==> src/rtl/move_collector.sv <==
// Round-robin collector that drains eight column FIFOs into one move stream.
// Optional feature: define MOVE_COUNT_EN to build the accepted-move counter (mv_count).
module move_collector (
    input  logic         clk,
    input  logic         reset,
    input  logic         i_start,
    input  logic [7:0]   i_col_done,
    input  logic [7:0]   i_col_empty,
    output logic [7:0]   o_col_rden,
    input  logic [383:0] i_col_data,
    output logic [47:0]  o_mv_data,
    output logic         o_mv_valid,
    input  logic         i_mv_ready,
    output logic         o_busy,
    output logic         o_all_done,
    output logic [9:0]   o_mv_count
);

    typedef enum logic [2:0] {
        S_IDLE = 3'd0,
        S_SCAN = 3'd1,
        S_READ = 3'd2,
        S_CAPT = 3'd3,
        S_OUT  = 3'd4,
        S_DONE = 3'd5
    } state_t;

    state_t      r_state;
    logic [7:0]  r_finished;
    logic [2:0]  r_rr_ptr;
    logic [2:0]  r_sel;
    logic [7:0]  r_col_rden;
    logic [47:0] r_mv_data;
    logic        r_mv_valid;
    logic        r_busy;
    logic        r_all_done;

    logic [7:0]  w_elig;
    logic        w_found;
    logic [2:0]  w_pick;
    logic [2:0]  w_idx;
    logic [47:0] w_word;
    logic        w_start_ok;
    logic        w_accept;

    // A list ends with a word whose eight 6-bit fields are all identical.
    function automatic logic is_marker(input logic [47:0] word);
        logic same;
        same = 1'b1;
        for (int f = 1; f < 8; f++) begin
            same = same & (word[f*6 +: 6] == word[5:0]);
        end
        return same;
    endfunction

    assign w_elig     = i_col_done & ~r_finished & ~i_col_empty;
    assign w_found    = |w_elig;
    assign w_start_ok = i_start && ((r_state == S_IDLE) || (r_state == S_DONE));
    assign w_accept   = (r_state == S_OUT) && r_mv_valid && i_mv_ready;

    // First eligible column at or above rr_ptr; descending walk lets the nearest win.
    always_comb begin
        w_pick = 3'd0;
        w_idx  = 3'd0;
        for (int k = 7; k >= 0; k--) begin
            w_idx  = r_rr_ptr + 3'(k);
            w_pick = w_elig[w_idx] ? w_idx : w_pick;
        end
    end

    // Mux out the selected column's word from the flat data bus.
    always_comb begin
        w_word = 48'd0;
        for (int k = 0; k < 8; k++) begin
            w_word = (r_sel == 3'(k)) ? i_col_data[k*48 +: 48] : w_word;
        end
    end

    // Main controller: state, selection, FIFO strobe and output handshake.
    always_ff @(posedge clk) begin
        if (reset) begin
            r_state    <= S_IDLE;
            r_finished <= 8'd0;
            r_rr_ptr   <= 3'd0;
            r_sel      <= 3'd0;
            r_col_rden <= 8'd0;
            r_mv_data  <= 48'd0;
            r_mv_valid <= 1'b0;
            r_busy     <= 1'b0;
            r_all_done <= 1'b0;
        end else begin
            case (r_state)
                S_IDLE, S_DONE: begin
                    if (i_start) begin
                        r_state    <= S_SCAN;
                        r_finished <= 8'd0;
                        r_rr_ptr   <= 3'd0;
                        r_busy     <= 1'b1;
                        r_all_done <= 1'b0;
                    end
                end
                S_SCAN: begin
                    if (r_finished == 8'hFF) begin
                        r_state    <= S_DONE;
                        r_busy     <= 1'b0;
                        r_all_done <= 1'b1;
                    end else if (w_found) begin
                        r_sel      <= w_pick;
                        r_col_rden <= 8'd1 << w_pick;
                        r_state    <= S_READ;
                    end
                end
                S_READ: begin
                    r_col_rden <= 8'd0;
                    r_state    <= S_CAPT;
                end
                S_CAPT: begin
                    if (is_marker(w_word)) begin
                        r_finished[r_sel] <= 1'b1;
                        r_rr_ptr          <= r_sel + 3'd1;
                        r_state           <= S_SCAN;
                    end else begin
                        r_mv_data  <= w_word;
                        r_mv_valid <= 1'b1;
                        r_state    <= S_OUT;
                    end
                end
                S_OUT: begin
                    if (i_mv_ready) begin
                        r_mv_valid <= 1'b0;
                        // Keep draining the same column until its marker shows up.
                        if (!i_col_empty[r_sel]) begin
                            r_col_rden <= 8'd1 << r_sel;
                            r_state    <= S_READ;
                        end else begin
                            r_state    <= S_SCAN;
                        end
                    end
                end
                default: begin
                    r_state    <= S_IDLE;
                    r_col_rden <= 8'd0;
                    r_mv_valid <= 1'b0;
                    r_busy     <= 1'b0;
                    r_all_done <= 1'b0;
                end
            endcase
        end
    end

`ifdef MOVE_COUNT_EN
    logic [9:0] r_mv_count;

    // Saturating count of words accepted downstream during this pass.
    always_ff @(posedge clk) begin
        if (reset) begin
            r_mv_count <= 10'd0;
        end else if (w_start_ok) begin
            r_mv_count <= 10'd0;
        end else if (w_accept && (r_mv_count != 10'd1023)) begin
            r_mv_count <= r_mv_count + 10'd1;
        end
    end

    assign o_mv_count = r_mv_count;
`else
    logic w_unused_cnt;
    assign w_unused_cnt = w_start_ok ^ w_accept;
    assign o_mv_count   = 10'd0;
`endif

    assign o_col_rden = r_col_rden;
    assign o_mv_data  = r_mv_data;
    assign o_mv_valid = r_mv_valid;
    assign o_busy     = r_busy;
    assign o_all_done = r_all_done;

endmodule

==> config.mk <==
export PLATFORM = sky130hd
export DESIGN_NAME = move_collector
export DESIGN_NICKNAME = d
export VERILOG_FILES = /design/src/rtl/move_collector.sv
export SDC_FILE = /design/constraint.sdc
export NUM_CORES = 1
export LEC_CHECK = 0
export ABC_AREA = 0
export CORE_AREA = 2 2 185 187
export DETAILED_ROUTE_END_ITERATION = 8
export DIE_AREA = 0 0 187 189
export PLACE_DENSITY = 0.72
export SETUP_SLACK_MARGIN = 0.02
export SLEW_MARGIN = 0
export SYNTH_ARGS = -nofsm -noshare
export SYNTH_HDL_FRONTEND = slang
export SYNTH_SLANG_ARGS = --single-unit
==> constraint.sdc <==
create_clock -name clk -period 10.7 [get_ports clk]
set_input_delay 1.07 -clock clk [delete_from_list [all_inputs] [get_ports clk]]
set_output_delay 1.07 -clock clk [all_outputs]
set_load 0.005 [all_outputs]
After elaboration in Yosys (flattened, before gate mapping)
Index checks and enable logic that the tools add are counted.
Word-level totals
  register bits after elaboration: 76
  input bits: 404
  output and inout port bits: 69
  word-level logic and storage cells: 153
Operators by class
  add/subtract/negate cells: 8
  $lt $le $gt $ge: 10
  equal/unequal tests: 29
  shift-type cells: 2
  mux-type cells: 63
  bitwise gates (word level): 16
  reduce and logical (&&, ||, !) cells: 16
Operators with widths (count)
  two-way mux 48 bit: 8
  two-way mux 8 bit: 6
  two-way mux 3 bit: 15
  == test 6 bit: 7
  < comparator 3 x 4 -> 1 bit (second input constant): 9
  binary-select mux 1 bit (select 3 bit): 9
  one-hot mux 8 bit (3 select lines): 1
  == test 3 bit (second input constant): 6
  bitwise AND 8 bit: 2
  two-way mux 1 bit: 16
  != test 2 bit (second input constant): 8
  NOT 8 bit: 2
  one-hot mux 8 bit (2 select lines): 1
  << shifter 1 x 3 -> 8 bit (first input constant): 2
  one-hot mux 3 bit (5 select lines): 1
  AND reduction 3 bit: 5
  adder 3 bit (second input constant): 4
  == test 3 x 2 -> 1 bit (second input constant): 4
  one-hot mux 1 bit (3 select lines): 3
  == test 8 bit (second input constant): 1
  OR 8 bit: 1
  OR reduction 8 bit: 1
  adder 3 x 1 -> 3 bit (second input constant): 2
  adder 3 x 2 -> 3 bit (second input constant): 2
  other kinds (16): 28

Longest topological paths before layout
Gate-level depths: netlist of the first run.
  word-level depth: 18
  gate-level depth with buffers: 22
  mapped depth without buffers: 11

Worst setup path after synthesis of the first run
Ideal clock, no wire load.
  kind: register to register
  start: reg r_sel[2]
  end: reg r_rr_ptr[1]
  setup time: 0.119 ns
  data arrival time: 4.166 ns
  slack: 6.415 ns
  stages on the path, launching flop included: 20
  buffers on the path: 9
  path through: dfxtp_1 -> buf_2 -> inv_1 -> buf_2 -> buf_2 -> buf_2 -> ha_1 -> buf_4 -> buf_2 -> buf_2 -> a221oi_1 -> o221ai_1 -> a2bb2oi_1 -> and2_1 -> mux2i_1 -> or3_1 -> clkbuf_1 -> or4_4 -> buf_6 -> mux2i_1
On the way
  longest elaborated chain between the ends: 18
  elaborated cells on any way between the ends: 31
  those cells by class: eq/ne (15); mux (8); bitwise (6); reduce/logical (2)
RTL lines
  from (decl): line 31  | logic [2:0] r_sel;
  from (signal assigned): line 108  | r_sel <= w_pick;
  zero test 3 bit: line 75  | w_word = (r_sel == 3'(k)) ? i_col_data[k*48 +: 48] : w_word;
  two-way mux 48 bit (7 in a row): line 75
  two-way mux 48 bit (*): line 75
  == test 6 bit: line 51  | same = same & (word[f*6 +: 6] == word[5:0]);
  bitwise AND 1 bit (5 in a row): line 51
  bitwise AND 1 bit (*): line 51
  != test 2 bit (no line) (*)
  AND reduction 3 bit (no line) (*)
  to (signal assigned): line 120  | r_rr_ptr <= r_sel + 3'd1;
  to (decl): line 30  | logic [2:0] r_rr_ptr;
Every way passes the cells marked *; elsewhere a longest branch is shown, timed or not.
A chain may end at the register's enable or synchronous reset.

Worst setup path in the final report of the first run
  start: reg r_sel[1]
  end: reg r_mv_data[2], in the netlist o_mv_data[2]
On the way
  longest elaborated chain between the ends: 18
  elaborated cells on any way between the ends: 31
  those cells by class: eq/ne (14); mux (8); bitwise (7); reduce/logical (2)
RTL lines
  zero test 3 bit: line 75
  two-way mux 48 bit (7 in a row): line 75
  two-way mux 48 bit (*): line 75
  == test 6 bit: line 51
  bitwise AND 1 bit (6 in a row): line 51
  NOT 1 bit (no line)
  AND reduction 2 bit (no line)
  to (signal assigned): line 123  | r_mv_data <= w_word;
  to (decl): line 33  | logic [47:0] r_mv_data;
Marks and branches as above.

==> run_results.csv, run 1 <==
group,metric,value,unit
status,status,"completed",
clocking,cts.path.max_buffers,2,
synth,ys_seq_elements,76,
critical_path,worstRegToRegCells,13,
synth,synth_ff_type,"dfxtp_1",
synth,synth_area,0.01025,mm^2
synth,ys_seq_area_share,14.84,%
synth,yosys-top-cells-area,"dfxtp_1 15%, nand2_1 5.5%, o21ai_0 5.5%",
critical_path,start_kind,"flop",
sta,fin_setup_tns,0,ns
routing,wl_per_cell,29.16,um
die,die-area,0.03534,mm^2
critical_path,r2r-start,"r_sel[1]",
finish,final_area,0.01517,mm^2
global_route,gr-usage-all-layers,35.27,%
critical_path,crit_path_end_kind,"flop",
placed_design,place.gp.congestion,0.9986,
clocking,clk-insertion-delay-late,0.35,ns
global_route,grt.met2_usage,58.72,%
sta,worstMarginPinSlew,1.327,ns
power_and_ir_drop,power_density,170.5,mW/mm^2
critical_path,arrival,6.76,ns
clocking,clkSlewWorstSetupHoldPaths,0.06,ns
critical_path,cp_max_fo,63,
die,rows,67,
sta,fmaxAchievable,153.0,MHz
global_route,grt_pass1_wl,93020,um
sta,period_needed,6.537,ns
power_and_ir_drop,p_leak,0.005193,uW
global_route,top_usage_layer,"met2",
global_route,met1_usage,45.01,%
routing,drtAntennaViolNets,0,
sta,grt_setup_unrepaired,"no",
routing,remaining_drc_errors,0,
routing,drt_iter0_markers,1971,
global_route,overflow,0,
power_and_ir_drop,power,2587,uW
routing,vias,14040,
synth,synth_cells,1429,
routing,vias_per_cell,6.262,
synth,synth_edf_count,0,
finish,layout.nets,2194,
synth,ys_types,85,
finish,final_core_util,45.58,%
die,initial_core_util,30.80,%
synth,async_flop_share,0,%
global_route,grt_max_degree,70,
sta,skew,0.007167,ns
routing,drt-total-wl,65380,um
placed_design,port_buffers,462,
critical_path,crit_required,10.92,ns
finish,fillerInstances,3292,
finish,multi_input_area,0.007744,mm^2
placed_design,placed_area,0.01480,mm^2
clocking,ctsResizeCount,0,
synth,avgSynthCellArea,7.174,um^2
synth,synth_top_area_share,14.84,%
die,io_pins,473,
clocking,holdBufCountCts,0,
sta,slew_headroom,10.92,%
min_path,hp-start,"o_mv_data[21]",
synth,yosysWarnings,0,
die,die_w,187,um
clocking,cts_buffers,9,
synth,synth_top_cell_by_area,"dfxtp_1",
sta,finalSetupViolCount,0,
sta,holdWs,0.4677,ns
clocking,tritoncts,"yes",
clocking,ctsRootBufferMaster,"clkbuf_16",
global_route,grtUsageMet3,7.081,%
flow_run,max_cap_violations,0,
finish,drive_gt1_share,5.932,%
critical_path,crit_path_start,"r_sel[1]",
global_route,antenna_found_initial,10,
min_path,hold_path_class,"reg2reg",
die,die_h,189,um
finish,synthToLayoutAreaGrowth,47.97,%
clocking,h-tree-depth,3,
finish,seq_area,0.001525,mm^2
sta,finalCritPeriodShare,61.09,%
critical_path,crit_type,"reg2reg",
die,placeableCoreArea,0.03328,mm^2
sta,hold_violations,0,
clocking,postCtsSetupRepairBufs,0,
routing,drtPass1Iterations,7,
sta,maxSlewViolCount,0,
power_and_ir_drop,vdd_drop_max,0.08808,mV
global_route,grt_pass1_vias,13580,
clocking,cts_sinks,76,
min_path,min_path_cells,2,
placed_design,place_hpwl,50380,um
layout make-up:
| cell class | instances | share of cell area [%] |
|---|---|---|
| Clock buffer | 12 | 1.831 |
| Clock inverter | 4 | 0.5114 |
| Multi-Input combinational cell | 1165 | 51.05 |
| Tap cell | 448 | 3.695 |
| Timing Repair Buffer | 485 | 31.63 |
| Sequential cell | 76 | 10.06 |
| Inverter | 45 | 1.114 |
| Antenna cell | 7 | 0.1155 |
cell usage after synthesis (21+ instances only):
cell      count
dfxtp_1      76
inv_1        36
and2_1       30
buf_4        21
a21oi_1      65
nor2_1       93
nor2b_1      65
o21a_1       23
nand4_1      43
o21ai_0     113
nand2b_1     24
buf_2        37
a221o_1      24
nand2_1     151
a221oi_1     38
a22oi_1      28
buf_6        27
a32oi_1      25
mux2i_1      25
nand3_1      53
clkbuf_1     61
metrics by stage:
step / std cells / worst slack (ns)
6_report: 2242 / 4.163
2_1_floorplan: 1438 / 6.415
5_1_grt: 2238 / 3.893
4_1_cts: 2235 / 4.442
3_3_place_gp: 2219 / 4.657
3_5_place_dp: 2219 / 4.549
state kept, by name, summed over array words and instances, names as in the netlist:
register / flops
o_all_done: 1
o_mv_valid: 1
r_rr_ptr: 3
o_mv_data: 48
r_state: 3
r_finished: 8
o_col_rden: 8
r_sel: 3
o_busy: 1
worst paths after layout:
path | end | slack [ns]
worst max-delay path | o_mv_data[2] | 4.16
worst min-delay path | o_mv_data[21] | 0.47
worst max register to register | o_mv_data[2] | 4.16
worst min register to register | o_mv_data[21] | 0.47
worst max-delay path: stages (launching register included):
cell	delay [ns]
dfxtp_1	0.54
clkinv_1	0.38
ha_4	0.47
buf_4	0.42
o21ai_1	1.10
a21oi_1	0.47
a221oi_1	0.41
nor3_1	0.13
or4_1	0.43
a222oi_1	0.40
and4_1	0.24
buf_4	0.34
nand2_1	0.52
o311ai_0	0.52
cell families (layout without fill, tap and decap cells):
group | Yosys count | count (layout) | synth area share, %
DFF | 76 | 76 | 14.84
buffers and inverters | 197 | 546 | 10.41
muxes | 44 | 44 | 6.615
xor gates and xnor gates | 8 | 8 | 0.6835
other | 1 | 17 | 0.03658
adders and majority gates | 8 | 8 | 0.9765
AOI/OAI and AO/OA | 533 | 533 | 37.81
and+or+nand+nor | 562 | 562 | 28.62
metal layers:
| metal | wire (um) | up-vias | share of wire, % |
|---|---|---|---|
| met5 | 19 | - | 0.029 |
| met4 | 2656 | 4 | 4.1 |
| met3 | 6769 | 160 | 10 |
| met2 | 30090 | 1010 | 46 |
| met1 | 25840 | 6678 | 40 |
| li1 | - | 6188 | - |
power breakdown:
group / switching [uW] / leakage, uW / internal, uW
Sequential: 57.5 / 0.000616 / 326
Clock: 128 / 0.000174 / 232
Combinational: 1130 / 0.00440 / 714
cells in the final DEF (no fill, tap or decap), types with 11 or more instances in the layout:
cell type and instances:
a211oi_1 17, a21oi_1 65, a221o_1 24, a221oi_1 38
a22oi_1 28, a2bb2oi_1 19, a311oi_1 11, a31oi_1 15
a32oi_1 25, and2_1 30, and3_1 11, buf_4 23
clkdlybuf4s50_1 462, dfxtp_1 75, inv_1 36, mux2i_1 25
mux4_2 19, nand2_1 151, nand2b_1 24, nand3_1 53
nand3b_1 14, nand4_1 43, nor2_1 92, nor2b_1 64
nor3_1 11, nor3b_1 15, o211ai_1 19, o21a_1 23
o21ai_0 113, o21ai_1 16, o221ai_1 15, o22ai_1 11
o311ai_0 14
(Power assumes the default switching activity.)
==> run 2: changes to the inputs <==
--- a/config.mk
+++ b/config.mk
@@ -9,7 +9,7 @@
 export CORE_AREA = 2 2 185 187
 export DETAILED_ROUTE_END_ITERATION = 8
 export DIE_AREA = 0 0 187 189
-export PLACE_DENSITY = 0.72
+export PLACE_DENSITY = 0.74
 export SETUP_SLACK_MARGIN = 0.02
 export SLEW_MARGIN = 0
 export SYNTH_ARGS = -nofsm -noshare
==> constraint.sdc (replaced) <==
create_clock -name clk -period 5.5 [get_ports clk]
set_input_delay 0.55 -clock clk [delete_from_list [all_inputs] [get_ports clk]]
set_output_delay 0.55 -clock clk [all_outputs]
set_load 0.005 [all_outputs]
==> run 2 against run 1 <==
Clock skew about the same. Routed wire length rose by 1.6%. Utilization grew 0.50 points. Setup slack got worse by 3.7 ns. Design area increased by 1.1%. Die area unchanged. Critical endpoint unchanged.
==> run_results.csv, run 2 (same netlist as run 1, synthesis figures left out) <==
group,metric,value,unit
die,rows,67,
clocking,tritoncts,"yes",
routing,drt-total-wl,66430,um
routing,drtPass1Iterations,8,
critical_path,start_kind,"flop",
critical_path,crit_path_end_kind,"flop",
sta,finalSetupViolCount,0,
sta,grt_setup_unrepaired,"no",
critical_path,cp_common_cell,"a221oi_1",
critical_path,crit_path_start,"r_sel[1]",
sta,worstMarginPinSlew,1.235,ns
global_route,overflow,0,
critical_path,crit_type,"reg2reg",
critical_path,cpMaxStageDelayCell,"a221oi_1",
clocking,clk-insertion-delay-late,0.34,ns
critical_path,crit_required,5.73,ns
finish,final_common_cell,"clkdlybuf4s50_1",
finish,layout_common_cells,"462 x clkdlybuf4s50_1, 151 x nand2_1, 113 x o21ai_0",
sta,maxSlewViolCount,0,
sta,finalCritPeriodShare,91.60,%
finish,synthToLayoutAreaGrowth,49.60,%
power_and_ir_drop,power_density,323.0,mW/mm^2
die,die_w,187,um
finish,layout.nets,2223,
sta,skew,0.007045,ns
clocking,cts_buffers,9,
finish,largest_reg_flops,48,
min_path,hp-start,"o_col_rden[0]",
power_and_ir_drop,vdd_drop_max,0.1760,mV
die,die_h,189,um
global_route,grt_max_degree,63,
critical_path,max_stage_delay,0.58,ns
sta,fmaxAchievable,198.5,MHz
die,placeableCoreArea,0.03328,mm^2
routing,drt_iter0_markers,2334,
critical_path,arrival,5.27,ns
routing,vias,14430,
sta,fin_setup_tns,0,ns
global_route,antenna_found_initial,15,
global_route,grt_pass1_wl,94670,um
clocking,cts.path.max_buffers,2,
finish,drive_gt1_share,7.328,%
clocking,ctsResizeCount,0,
sta,slew_headroom,17.43,%
clocking,holdBufCountCts,0,
clocking,h-tree-depth,3,
flow_run,max_cap_violations,0,
critical_path,r2r-start,"r_sel[1]",
die,io_pins,473,
die,die-area,0.03534,mm^2
critical_path,cp_max_fo,53,
global_route,gr-usage-all-layers,35.95,%
power_and_ir_drop,p_leak,0.005304,uW
clocking,ctsRootBufferMaster,"clkbuf_16",
die,initial_core_util,30.80,%
clocking,clkSlewWorstSetupHoldPaths,0.06,ns
sta,hold_violations,0,
routing,wl_per_cell,29.15,um
critical_path,crit_chain,"clkinv_1, ha_4, nor2b_4, buf_4, a221oi_1, o211a_1, a221oi_1, nand4_1, a222oi_1, and4_1, nand2_1, o311ai_0",
status,status,"completed",
clocking,postCtsSetupRepairBufs,0,
routing,vias_per_cell,6.330,
sta,period_needed,5.038,ns
clocking,cts_sinks,76,
routing,remaining_drc_errors,0,
min_path,hold_path_class,"reg2reg",
routing,drtAntennaViolNets,0,
global_route,grt_pass1_vias,13790,
placed_design,place_hpwl,53050,um
sta,holdWs,0.4962,ns
placed_design,port_buffers,462,
placed_design,place.gp.congestion,1.032,
[run 2: cell types whose count changed in the layout (fill, tap and decap cells not counted), sizes merged]
cell	change
diode	+9
clkbuf	-2
buf	+29
clkinv	+2
bufinv	-1
[run 2: critical path, delay by kind of cell (launching register included)]
kind	cells	cell delay (ns)
buf+inv	2	0.77
fa+ha+maj	1	0.46
compound gates	5	1.81
simple gates	4	1.30
flops	1	0.55
[run 2: cell type report]
class	count	area, um^2
Fill cell	3314	17940
Multi-Input combinational cell	1165	7744
Timing Repair Buffer	514	5015
Sequential cell	76	1525
Tap cell	448	560.5
Clock buffer	10	229.0
Inverter	45	168.9
Clock inverter	5	53.80
Antenna cell	16	40.04
[run 2: per-stage QoR]
step                      utilization, %  area, um^2  power [uW]  std cells  setup WS [ns]
final                              46.08       15340        4954       2279         0.4618
after global routing               46.01       15310        5145       2270         0.1653
after floorplan                        -       10280        2892       1438          1.215
after global placement             45.11       15010        4216       2248         0.7723
after detailed placement           45.11       15010        4235       2248         0.6459
after CTS                          45.96       15300        4827       2263         0.6437
[run 2: final timing paths]
path                                 endpoint  slack (ns)  cells past startpoint
worst max-delay path             o_mv_data[2]        0.46                     12
worst min-delay path            o_col_rden[0]        0.50                      1
worst max register to register   o_mv_data[2]        0.46                     12
worst min register to register  o_col_rden[0]        0.50                      1
[run 2: power breakdown]
part | internal [uW] | switching [uW]
combinational | 1450 | 2190
sequential | 635 | 99.9
clock | 347 | 233
[run 2: layer usage]
layer	GRT usage, %	part of all wire (%)
met4	17.70	5.2
met3	10.45	11
met1	43.63	38
met5	0	0.059
met2	58.22	45
==> run 3: changes to the inputs <==
==> config.mk (replaced) <==
export PLATFORM = sky130hd
export DESIGN_NAME = move_collector
export DESIGN_NICKNAME = d
export VERILOG_FILES = /design/src/rtl/move_collector.sv
export SDC_FILE = /design/constraint.sdc
export NUM_CORES = 1
export LEC_CHECK = 0
export ABC_AREA = 1
export CORE_AREA = 2 2 181 183
export CTS_CLUSTER_SIZE = 16
export DETAILED_ROUTE_END_ITERATION = 8
export DIE_AREA = 0 0 183 185
export PLACE_DENSITY = 0.75
export SLEW_MARGIN = 0
export SYNTH_ARGS = -nofsm -noshare
export SYNTH_HDL_FRONTEND = slang
export SYNTH_SLANG_ARGS = --single-unit
==> run 3 against run 2 <==
Cell count increased by 24%. Die area shrank 4.2%. Global-route usage shrank 5.4 points. Via count fell by 4.1%. Clock skew is 0.00094 ns higher. Synthesized area fell by 4.1%. Synthesized cell count is 40% higher. Critical endpoint is now o_mv_data[22].
==> run_results.csv, run 3 <==
group,metric,value,unit
status,status,"completed",
critical_path,crit_type,"reg2reg",
power_and_ir_drop,power_density,518.3,mW/mm^2
power_and_ir_drop,vdd_drop_max,0.2553,mV
power_and_ir_drop,power,7746,uW
finish,layout_common_cells,"826 x nand2_1, 461 x clkdlybuf4s50_1, 235 x nand3_1",
clocking,postCtsSetupRepairBufs,0,
clocking,cts.path.max_buffers,2,
finish,drive_gt1_share,4.784,%
global_route,grt_pass1_wl,78480,um
finish,synthToLayoutAreaGrowth,52.00,%
routing,drtPass1Iterations,5,
clocking,ctsRootBufferMaster,"clkbuf_16",
routing,remaining_drc_errors,0,
power_and_ir_drop,p_leak,0.007177,uW
sta,period_needed,4.669,ns
sta,grt_setup_unrepaired,"no",
finish,largest_reg_flops,48,
synth,yosysWarnings,0,
sta,skew,0.007983,ns
routing,vias_per_cell,4.917,
finish,layout.nets,2811,
clocking,clk-insertion-delay-late,0.35,ns
placed_design,place_hpwl,43480,um
critical_path,worstRegToRegCells,21,
global_route,antenna_found_initial,6,
synth,synth_top_area_share,31.65,%
synth,avgSynthCellArea,4.902,um^2
routing,drt-total-wl,53050,um
sta,fin_setup_tns,0,ns
clocking,h-tree-depth,3,
synth,synth.most_common_cell,"nand2_1",
synth,ys_seq_elements,76,
synth,ys_types,40,
sta,holdWs,0.4617,ns
global_route,grtUsageMet3,5.171,%
critical_path,cp_max_fo,74,
critical_path,arrival,4.94,ns
min_path,min_path_cells,2,
synth,synth_area,0.009833,mm^2
clocking,cts_buffers,9,
die,placeableCoreArea,0.03204,mm^2
sta,slew_headroom,36.53,%
sta,worstMarginPinSlew,0.9521,ns
sta,finalSetupViolCount,0,
die,initial_core_util,30.69,%
clocking,clkSlewWorstSetupHoldPaths,0.06,ns
synth,synth_ff_type,"dfxtp_1",
flow_run,max_cap_violations,0,
die,die-area,0.03386,mm^2
critical_path,start_kind,"flop",
global_route,grt_max_degree,75,
sta,hold_violations,0,
global_route,gr-usage-all-layers,30.53,%
clocking,holdBufCountCts,0,
synth,synth_commonest_cells,"829 x nand2_1, 235 x nand3_1, 232 x inv_1",
routing,drt_iter0_markers,1067,
clocking,ctsResizeCount,0,
finish,final_core_util,46.65,%
die,rows,66,
synth,async_flop_share,0,%
clocking,cts_sinks,76,
finish,final_common_cell,"nand2_1",
routing,drtAntennaViolNets,0,
placed_design,port_buffers,462,
placed_design,place.gp.congestion,1.044,
die,die_w,183,um
synth,ys_seq_area_share,15.47,%
global_route,top_usage_layer,"met2",
die,io_pins,473,
global_route,met1_usage,38.61,%
clocking,tritoncts,"yes",
synth,synth_edf_count,0,
sta,finalCritPeriodShare,84.90,%
global_route,overflow,0,
min_path,hold_path_class,"reg2reg",
critical_path,crit_path_end_kind,"flop",
critical_path,crit_required,5.77,ns
sta,fmaxAchievable,214.2,MHz
routing,vias,13840,
sta,maxSlewViolCount,0,
routing,wl_per_cell,18.84,um
die,die_h,185,um
synth,yosys-top-cells-area,"nand2_1 32%, dfxtp_1 15%, nand3_1 12%",
global_route,grt_pass1_vias,13220,
synth,synth_top_cell_by_area,"nand2_1",
global_route,grt.met2_usage,53.32,%
synth,synth_cells,2006,
[run 3: cell types whose count changed after synthesis, sizes merged, moves of 52 or more]
cell,change
o21ai,-55
nor2b,-65
nand3,+183
nand2,+684
nor2,+123
or2,+52
inv,+196
[run 3: layout make-up]
| type | count | area, um^2 |
|---|---|---|
| Fill cell | 3476 | 17090 |
| Multi-Input combinational cell | 1581 | 6859 |
| Timing Repair Buffer | 489 | 4860 |
| Sequential cell | 76 | 1521 |
| Inverter | 242 | 908.4 |
| Tap cell | 408 | 510.5 |
| Clock buffer | 11 | 242.7 |
| Clock inverter | 5 | 37.54 |
| Antenna cell | 3 | 7.507 |
[run 3: critical path: stages, from the launching register on]
cell and delay [ns]:
dfxtp_1 0.48, clkinv_1 0.30, ha_1 0.32, nand2_2 0.09, buf_4 0.58, nand3_1 0.14, nand3_1 0.14, nand3_1 0.15
nand2_1 0.10, nand2_1 0.10, a21boi_2 0.50, nand2_1 0.11, nand2_1 0.14, nand2_1 0.08, nor2_1 0.10, nand2_1 0.06
nor2_1 0.15, nand3_2 0.12, nand2_2 0.37, buf_12 0.27, nand2_1 0.07, a21oi_1 0.14
[run 3: cell families after synthesis]
family / synth area share, %
AO/OA/AOI/OAI: 10.51
XOR/XNOR: 0.2673
adder cells (fa/ha/maj): 1.018
buffers and inverters: 15.32
flip-flops: 15.47
other: 0.03814
AND/OR/NAND/NOR: 57.37
[run 3: routing by layer]
metal	vias up	wire (um)
met5	-	40
met4	6	1632
met3	77	3720
met1	6205	22830
li1	6942	-
met2	611	24820
[run 3: through the flow]
step	setup WS (ns)	std cells	instance area, um^2
floorplan	2.406	2015	9867
global placement	1.095	2796	14660
detailed placement	0.9611	2796	14660
CTS	0.9330	2812	14940
global route	0.4722	2815	14950
finish	0.8307	2815	14950
[run 3: power by group]
group | total (uW) | internal (uW) | switching [uW] | leakage, uW
logic | 6490 | 1970 | 4520 | 0.00643
registers | 699 | 619 | 79.8 | 0.000615
clock network | 559 | 319 | 241 | 0.000132
[run 3: worst paths after layout]
kind                 start             to  slack, ns
min          o_mv_data[41]  o_mv_data[41]       0.46
max               r_sel[0]  o_mv_data[22]       0.83
min reg2reg  o_mv_data[41]  o_mv_data[41]       0.46
max reg2reg       r_sel[0]  o_mv_data[22]       0.83
